$ cat config.mk
export PLATFORM = sky130hd
export DESIGN_NAME = interrupt_controller_flat
export DESIGN_NICKNAME = d
export VERILOG_FILES = /design/src/rtl/irq_pkg.sv /design/src/rtl/interrupt_controller_if.sv /design/src/rtl/irq_edge_sync.sv /design/src/rtl/interrupt_controller.sv /design/src/flat_wrapper.sv
export SDC_FILE = /design/constraint.sdc
export NUM_CORES = 1
export LEC_CHECK = 0
export ABC_AREA = 1
export BUFFER_PORTS_ARGS = -buffer_cell sky130_fd_sc_hd__buf_4
export CAP_MARGIN = 20
export CORE_MARGIN = 2
export CORE_UTILIZATION = 40
export DETAILED_ROUTE_END_ITERATION = 10
export PLACE_DENSITY = 0.71
export SLEW_MARGIN = 30
export SYNTH_ARGS = -nofsm -noshare
export SYNTH_HDL_FRONTEND = slang
export SYNTH_SLANG_ARGS = --single-unit
$ cat constraint.sdc
create_clock -name clk -period 0.86 [get_ports clk]
set_input_delay 0.043 -clock clk [delete_from_list [all_inputs] [get_ports clk]]
set_output_delay 0.043 -clock clk [all_outputs]
set_load 0.02 [all_outputs]
$ cat src/rtl/irq_pkg.sv
// Shared interrupt-controller types and constants: FSM states, cause codes,
// exception vector.
package irq_pkg;

  localparam int unsigned N_IRQ   = 4;
  localparam int unsigned CAUSE_W = 2;

  // ENTRY exists only as the combinational phase in which the trap is taken
  typedef enum logic [1:0] {
    IDLE    = 2'd0,
    ENTRY   = 2'd1,
    SERVICE = 2'd2
  } irq_state_e;

  // Cause codes; equal to the source index, which is also its priority
  localparam logic [CAUSE_W-1:0] IRQ_TIMER   = CAUSE_W'(0);
  localparam logic [CAUSE_W-1:0] IRQ_UART_RX = CAUSE_W'(1);
  localparam logic [CAUSE_W-1:0] IRQ_UART_TX = CAUSE_W'(2);
  localparam logic [CAUSE_W-1:0] IRQ_EXT     = CAUSE_W'(3);

  // Handler entry address selected by the PC mux when begin_interrupt is high
  localparam logic [31:0] EXC_VECTOR = 32'h8000_0004;

endpackage

$ cat src/rtl/interrupt_controller_if.sv
// Request/control/status bundle between the CPU core, peripherals and the
// interrupt controller. master = core/peripheral side, slave = controller.
interface interrupt_controller_if;
  import irq_pkg::*;

  logic [N_IRQ-1:0]   irq_in;
  logic               mask_we;
  logic [N_IRQ-1:0]   mask_wdata;
  logic [N_IRQ-1:0]   pend_clr;
  logic               kernel_mode;
  logic               is_jr_jal;
  logic               int_return;
  logic               begin_interrupt;
  logic [CAUSE_W-1:0] cause;
  logic               in_service;
  logic [N_IRQ-1:0]   mask_q;
  logic [N_IRQ-1:0]   pending_q;

  modport master (
    output irq_in, mask_we, mask_wdata, pend_clr, kernel_mode, is_jr_jal, int_return,
    input  begin_interrupt, cause, in_service, mask_q, pending_q
  );

  modport slave (
    input  irq_in, mask_we, mask_wdata, pend_clr, kernel_mode, is_jr_jal, int_return,
    output begin_interrupt, cause, in_service, mask_q, pending_q
  );

endinterface

$ cat src/rtl/irq_edge_sync.sv
// Per-source optional 2-flop synchronizer followed by rising-edge detect.
// Build option: IRQ_SYNC_EN inserts the synchronizer (adds 2 cycles latency).
module irq_edge_sync
  import irq_pkg::*;
#(
  parameter int unsigned N = N_IRQ
) (
  input  logic         clk,
  input  logic         reset,
  input  logic [N-1:0] irq_i,
  output logic [N-1:0] rise_o
);

  logic [N-1:0] irq_s;
  logic [N-1:0] irq_d_q;

`ifdef IRQ_SYNC_EN
  logic [N-1:0] sync1_q;
  logic [N-1:0] sync2_q;

  // Two-stage synchronizer for asynchronous request pins
  always_ff @(posedge clk or negedge reset) begin
    if (!reset) begin
      sync1_q <= '0;
      sync2_q <= '0;
    end else begin
      sync1_q <= irq_i;
      sync2_q <= sync1_q;
    end
  end

  assign irq_s = sync2_q;
`else
  assign irq_s = irq_i;
`endif

  // History for edge detection; cleared so a line high out of reset counts as a rise
  always_ff @(posedge clk or negedge reset) begin
    if (!reset) begin
      irq_d_q <= '0;
    end else begin
      irq_d_q <= irq_s;
    end
  end

  assign rise_o = irq_s & ~irq_d_q;

endmodule

$ cat src/rtl/interrupt_controller.sv
// Interrupt controller for the single-cycle MIPS core: latches request edges
// as pending, masks them, picks the lowest-index eligible source and raises a
// same-cycle begin_interrupt when the current instruction can be replaced.
// Tracks one in-service interrupt (no nesting) until `jr $k0` in kernel mode.
// Build option: define IRQ_SYNC_EN to synchronize irq_in before edge detect.
module interrupt_controller
  import irq_pkg::*;
(
  input  logic                  clk,
  input  logic                  reset,
  interrupt_controller_if.slave bus
);

  logic [N_IRQ-1:0]   rise;
  logic [N_IRQ-1:0]   eligible_c;
  logic [N_IRQ-1:0]   win_onehot_c;
  logic [CAUSE_W-1:0] winner_c;
  logic               safe_c;
  logic               begin_interrupt_c;

  irq_state_e         state_q, state_d, phase_c;
  logic [N_IRQ-1:0]   pending_q, pending_d;
  logic [N_IRQ-1:0]   mask_q, mask_d;
  logic [CAUSE_W-1:0] cause_q, cause_d;
  logic               in_service_q, in_service_d;

  irq_edge_sync #(
    .N (N_IRQ)
  ) u_edge_sync (
    .clk    (clk),
    .reset  (reset),
    .irq_i  (bus.irq_in),
    .rise_o (rise)
  );

  assign eligible_c = pending_q & mask_q;
  assign safe_c     = ~bus.kernel_mode & ~bus.is_jr_jal & ~in_service_q;

  // Fixed priority: lowest eligible index wins
  always_comb begin
    winner_c     = '0;
    win_onehot_c = '0;
    for (int i = N_IRQ - 1; i >= 0; i--) begin
      if (eligible_c[i]) begin
        winner_c     = CAUSE_W'(i);
        win_onehot_c = N_IRQ'(1) << i;
      end
    end
  end

  // Next-state, trap entry and pending/mask update
  always_comb begin
    state_d           = state_q;
    phase_c           = state_q;
    begin_interrupt_c = 1'b0;
    cause_d           = cause_q;
    in_service_d      = in_service_q;
    pending_d         = pending_q & ~bus.pend_clr;
    mask_d            = bus.mask_we ? bus.mask_wdata : mask_q;

    // Mealy entry: the trap replaces the instruction in this very cycle
    if (state_q == IDLE && safe_c && (|eligible_c)) begin
      phase_c = ENTRY;
    end

    unique case (phase_c)
      IDLE: begin
        state_d = IDLE;
      end
      ENTRY: begin
        begin_interrupt_c = 1'b1;
        cause_d           = winner_c;
        pending_d         = pending_d & ~win_onehot_c;
        in_service_d      = 1'b1;
        state_d           = SERVICE;
      end
      SERVICE: begin
        if (bus.int_return && bus.kernel_mode) begin
          in_service_d = 1'b0;
          state_d      = IDLE;
        end
      end
      default: begin
        state_d = IDLE;
      end
    endcase

    // A fresh rise always latches, winning over any clear of the same bit
    pending_d = pending_d | rise;
  end

  // State and status registers
  always_ff @(posedge clk or negedge reset) begin
    if (!reset) begin
      state_q      <= IDLE;
      pending_q    <= '0;
      mask_q       <= '0;
      cause_q      <= IRQ_TIMER;
      in_service_q <= 1'b0;
    end else begin
      state_q      <= state_d;
      pending_q    <= pending_d;
      mask_q       <= mask_d;
      cause_q      <= cause_d;
      in_service_q <= in_service_d;
    end
  end

  assign bus.begin_interrupt = begin_interrupt_c;
  assign bus.cause           = cause_q;
  assign bus.in_service      = in_service_q;
  assign bus.mask_q          = mask_q;
  assign bus.pending_q       = pending_q;

endmodule

$ cat src/flat_wrapper.sv
// flat-port wrapper written by rule: the top's interface ports become plain ports
module interrupt_controller_flat import irq_pkg::*;
  (clk, reset, bus_irq_in, bus_mask_we, bus_mask_wdata, bus_pend_clr, bus_kernel_mode, bus_is_jr_jal, bus_int_return, bus_begin_interrupt, bus_cause, bus_in_service, bus_mask_q, bus_pending_q);
  interrupt_controller_if bus_i ();
  input  logic clk;
  input  logic reset;
  input wire logic [$bits(bus_i.irq_in)-1:0] bus_irq_in;
  input wire logic [$bits(bus_i.mask_we)-1:0] bus_mask_we;
  input wire logic [$bits(bus_i.mask_wdata)-1:0] bus_mask_wdata;
  input wire logic [$bits(bus_i.pend_clr)-1:0] bus_pend_clr;
  input wire logic [$bits(bus_i.kernel_mode)-1:0] bus_kernel_mode;
  input wire logic [$bits(bus_i.is_jr_jal)-1:0] bus_is_jr_jal;
  input wire logic [$bits(bus_i.int_return)-1:0] bus_int_return;
  output wire logic [$bits(bus_i.begin_interrupt)-1:0] bus_begin_interrupt;
  output wire logic [$bits(bus_i.cause)-1:0] bus_cause;
  output wire logic [$bits(bus_i.in_service)-1:0] bus_in_service;
  output wire logic [$bits(bus_i.mask_q)-1:0] bus_mask_q;
  output wire logic [$bits(bus_i.pending_q)-1:0] bus_pending_q;
  assign bus_i.irq_in = bus_irq_in;
  assign bus_i.mask_we = bus_mask_we;
  assign bus_i.mask_wdata = bus_mask_wdata;
  assign bus_i.pend_clr = bus_pend_clr;
  assign bus_i.kernel_mode = bus_kernel_mode;
  assign bus_i.is_jr_jal = bus_is_jr_jal;
  assign bus_i.int_return = bus_int_return;
  assign bus_begin_interrupt = bus_i.begin_interrupt;
  assign bus_cause = bus_i.cause;
  assign bus_in_service = bus_i.in_service;
  assign bus_mask_q = bus_i.mask_q;
  assign bus_pending_q = bus_i.pending_q;
  interrupt_controller u_core (.clk(clk), .reset(reset), .bus(bus_i));
endmodule
; ---- After elaboration in Yosys (flattened, before gate mapping)
; Cells that the tools add are included.
[totals]
regBits = 17
in_bits = 18
[classes]
n_eq_ne = 3
muxes = 15
bitwise = 13
n_reduce_logical = 7
[ops]
columns = cell, count
row1 = 4-bit two-way mux, 5
row2 = 4-bit bitwise AND, 4
row3 = 2-bit two-way mux, 6
row4 = 4-bit inverter, 3
row5 = 4-bit OR, 1
row6 = 2-bit one-hot mux with 2 select lines, 1
row7 = 4-bit OR reduction, 1
row8 = 1-bit logical AND, 3
row9 = 1-bit inverter, 3
row10 = 1-bit bitwise AND, 2
row11 = "2-bit by 1-bit == test with 1-bit output, second input constant", 1
row12 = "2-bit == test, second input constant", 1
row13 = 2-bit zero test, 1
row14 = 1-bit two-way mux, 2
row15 = "2-bit by 1-bit != test with 1-bit output, second input constant", 1
row16 = 1-bit one-hot mux with 2 select lines, 1
row17 = 2-bit AND reduction, 1
row18 = 2-bit nonzero test, 1

; ---- Depth between registers and ports, before layout
[depth]
word_depth = 9
depth_mapped = 6
depth_no_buf = 6

; ---- Cells and area by module
; Synthesis repeated with hierarchy kept, for this count alone.
[unflattened]
hier_cells = 80
hier_area_um2 = 747.0
[modules_own_cells]
columns = mod, instances, cells_per_inst, area_each_um2
row1 = interrupt_controller, 1, 68, 606.8
row2 = irq_edge_sync, 1, 12, 140.1

; ---- Worst setup path before layout
; No wires, ideal clock.
[synth_path]
path_kind = reg2reg
start = register u_core.in_service_q (netlist: u_core.bus.in_service)
end = register u_core.cause_q[0] (netlist: u_core.bus.cause[0])
setup_time_ns = 0.121
t_arrival_ns = 0.943
required_time_ns = 0.739
setup_slack_ns = -0.204
stages_incl_launch_ff = 7
path_buffers = 0
period_less_slack_ns = 1.064
cell_sequence = dfrtp_1 -> inv_1 -> nand2_1 -> nor2_4 -> o21ai_4 -> nand2_2 -> o21ai_2
[synth_between]
elab_chain_cells = 6
[synth_lines]
columns = item, line
row1 = from (decl), interrupt_controller.sv:25  ; logic in_service_q, in_service_d;
row2 = from (signal assigned), interrupt_controller.sv:105  ; in_service_q <= in_service_d;
row3 = 1-bit inverter, interrupt_controller.sv:37  ; assign safe_c = ~bus.kernel_mode & ~bus.is_jr_jal & ~in_service_q;
row4 = 1-bit bitwise AND, interrupt_controller.sv:37
row5 = 1-bit logical AND (2 in a row), interrupt_controller.sv:62  ; if (state_q == IDLE && safe_c && (|eligible_c)) begin
row6 = 2-bit two-way mux, interrupt_controller.sv:62
row7 = 2-bit by 1-bit == test with 1-bit output, interrupt_controller.sv:66  ; unique case (phase_c)
row8 = to (signal assigned), interrupt_controller.sv:104  ; cause_q <= cause_d;
row9 = to (decl), interrupt_controller.sv:24  ; logic [CAUSE_W-1:0] cause_q, cause_d;
; Every way passes these cells.
; A chain may end at the register's enable or synchronous reset.

; ---- Final worst setup path
[layout_path]
start = register u_core.pending_q[2] (netlist: u_core.bus.pending_q[2])
end = output bus_begin_interrupt
[layout_between]
elab_chain_cells = 6
[layout_lines]
columns = item, line
row1 = from (decl), interrupt_controller.sv:22  ; logic [N_IRQ-1:0] pending_q, pending_d;
row2 = from (signal assigned), interrupt_controller.sv:102  ; pending_q <= pending_d;
row3 = 4-bit bitwise AND, interrupt_controller.sv:36  ; assign eligible_c = pending_q & mask_q;
row4 = 4-bit OR reduction, interrupt_controller.sv:62
row5 = 1-bit logical AND, interrupt_controller.sv:62
row6 = 2-bit two-way mux, interrupt_controller.sv:62
row7 = 2-bit by 1-bit == test with 1-bit output, interrupt_controller.sv:66
row8 = 1-bit two-way mux, interrupt_controller.sv:66
row9 = to (decl), flat_wrapper.sv:14  ; output wire logic [$bits(bus_i.begin_interrupt)-1:0] bus_begin_interrupt;
; Every way passes these cells.

==> summary.md <==
| Metric | Value |
|---|---|
| Post-synth EDFFs | 0 |
| Die boundary width | 46.74 um |
| CTS Sinks | 16 |
| Leakage power | 0.7119 nW |
| Number of warning messages in the yosys log | 0 |
| RD Place Congestion | 0.7172 |
| Relative slew slack | 86.25% |
| Final critical path time including I/O delays and setup | 1.246 ns |
| Die area | 0.002185 sq mm |
| Register clock-pin slew on the reported worst setup and hold paths | 0.10 ns |
| Worst setup skew after layout | 0.006061 ns |
| Global-route wire length before repair | 2898 um |
| Critical path's most frequent cell | nand2_4 |
| Post-layout nets | 157 |
| Number of different library cells in the post-synthesis netlist | 15 |
| Number of buffers on the longest clock path | 2 |
| Post-detailed-route count of antenna-violating nets | 0 |
| Leading register cell type out of synthesis | dfrtp_1 |
| Total negative setup slack | -3.849 ns |
| Mean Syn Cell Area | 9.614 sq um |
| Portion of the clock cycle consumed by the worst path in the final layout | 144.9% |
| Cell with the most instances after synthesis | dfrtp_1 |
| Detailed-placement wirelength estimate | 1187 um |
| Number of global-route vias before repair | 680 |
| Total number of vias | 713 |
| Number of nets produced by synthesis | 94 |
| DRT Pass-1 Iters | 2 |
| Crit path max-delay family | flip-flops |
| Root buffer cell | clkbuf_4 |
| Maximum number of pins on one net before global-route repair | 17 |
| Area added between synthesis and finish | 87.50% |
| Biggest cell delay along the critical path | 0.44 ns |
| Number of cells in the finished layout apart from fillers | 163 |
| Post-synthesis instance total | 76 |
| Total track usage | 19.63% |
| Die span in y | 46.74 um |
| Worst setup timing slack at the placement stage | -0.1838 ns |
| Remaining Overflow, GRT | 0 |
| Main area contributors after synthesis | dfrtp_1, inv_1, nand2_1 |
| Synth cell count leaders | dfrtp_1, inv_1, nand2_1 |
| Htree depth | 1 |
| Data required time of the worst path | 0.82 ns |
| Slew Limit Fails | 0 |
| Antenna violations before repair | 0 |
| Via-to-Cell Ratio | 4.374 |
| Share of flip-flops with an asynchronous set or reset | 100.0% |
| I/O Pins | 30 |
| Routed wire length | 1852 um |
| Slowest CP cell | dfrtp_2 |
| Cell Chain, Critical Path | nand2_4 > nand2_4 > o21ai_4 > inv_2 > buf_6 |
| Area share of the largest cell type after synthesis | 54.79% |
| Type of the tightest min-delay check | in2reg |
| Maximum fanout encountered on the critical timing path | 4 |
| # Max-Cap Violations | 0 |
| Core Util, Final | 79.35% |
| Peak VDD IR | 1144 uV |
| Final setup violating endpoints | 22 |
| Result of the run | complete, but fails checks |
| Insertion delay of the later-clocked pin in the worst-skew pair | 0.28 ns |
| Actual transition at the worst max-transition pin | 0.2062 ns |
| CP arrival | 1.20 ns |
| Diodes inserted | 0 |
| PwrDens | 1911 mW/mm^2 |
| Number of cells after detailed placement | 141 |
| Min Hold Slack | 0.01673 ns |
| Count of unresolved DRC violations after routing | 0 |
| CTS tree | yes |
| Crit Path Class | reg2out |
| Placement row count | 15 |
| Startpoint type of the worst setup path | flop |
| Initial Utilization | 42.32% |
| Final worst setup slack | -0.3861 ns |
| CP endpoint kind | primary output |
| Achievable Freq | 0.8025 GHz |
| Proportion of synthesized chip area in sequential cells | 54.79% |
| Clock buffers created by TritonCTS | 3 |
| Netlist area before placement | 730.7 sq um |
| Count of input and output buffers | 29 |
| Cell accounting for the most synthesized area | dfrtp_1 |
| Setup repair after global routing missed its margin | true |
| CP Buf/Inv Count | 2 |
| Core Region | 0.001727 sq mm |
| Violated checks | negative setup slack |
| Count of state elements after synthesis | 16 |
| WL per Instance | 11.36 um |
| Starting DRC count in detailed routing | 9 |
| Share of post-route cells with drive strength above 1 | 60.87% |
| Final hold vios | 0 |
layout make-up:
class	instances	area, sq um
repair buffers	58	546.8
flip-flops and latches	16	411.6
fillers	115	356.6
multi-input cells	44	294.0
inverters	16	60.06
well taps	25	31.28
clock buffers	4	26.28
path summary, 6_finish.rpt:
kind,start,endpoint,slack [ns],cells after the start
worst max-delay path,u_core.bus.pending_q[2],bus_begin_interrupt,-0.39,5
worst min-delay path,bus_int_return,u_core.state_q[1],0.02,4
worst max register to register,u_core.state_q[1],u_core.bus.cause[0],-0.29,7
worst min register to register,u_core.u_edge_sync.irq_d_q[1],u_core.bus.pending_q[1],0.41,1
max in group asynchronous,reset,u_core.bus.mask_q[0],0.51,2
min in group asynchronous,reset,u_core.bus.in_service,0.14,2
routing by layer:
metal	GRT usage, %	up-vias	wire length [um]
li1	-	362	-
met4	8.333	0	20
met1	23.24	332	767
met2	35.00	17	1000
met5	0	-	0
met3	3.462	2	63
state kept, by name, indices dropped and copies added, names as in the netlist:
name	cells
u_core.state_q	1
u_core.bus.pending_q	4
u_core.bus.in_service	1
u_core.bus.mask_q	4
u_core.bus.cause	2
u_core.u_edge_sync.irq_d_q	4
what timing repair did:
item,4_1_cts,5_1_grt
hold endpoints to repair,28,0
endpoints found under the setup margin,24,24
setup buffers,7,3
hold buffers,10,0
pin swaps,8,2
resized for setup,23,7
cell usage in the layout (no fill, tap or decap), drive strengths merged:
| cell | count |
|---|---|
| o21ai | 8 |
| mux2 | 4 |
| nand2 | 22 |
| dfrtp | 16 |
| nand4 | 2 |
| buf | 48 |
| dlygate4sd3 | 10 |
| nand3 | 4 |
| inv | 16 |
| nor2 | 4 |
| clkbuf | 4 |
worst min-delay path, delay by kind of cell:
family                 cells  cell delay (ns)
AND/OR/NAND/NOR            3             0.15
buffers and inverters      1             0.08
cell families (layout without fill, tap and decap cells):
logic type             count (synthesis)  after routing  synth area share [%]
and+or+nand+nor                       32             32                 23.29
buffers and inverters                 16             78                 8.220
DFF                                   16             16                 54.79
muxes                                  4              4                 6.164
AOI/OAI and AO/OA                      8              8                 7.535
power by group:
part	switching, mW	internal (mW)
combinational	0.536	0.669
sequential	0.105	0.898
clock	0.231	0.180
through the flow:
| stage | instance area, sq um | power [mW] |
|---|---|---|
| after global placement | 1076 | 1.856 |
| after floorplan | 744.5 | 1.453 |
| after CTS | 1331 | 2.588 |
| after detailed placement | 1076 | 1.875 |
| final | 1370 | 2.618 |
| after global routing | 1370 | 2.785 |
No activity file was read; power rests on OpenSTA's default activity.
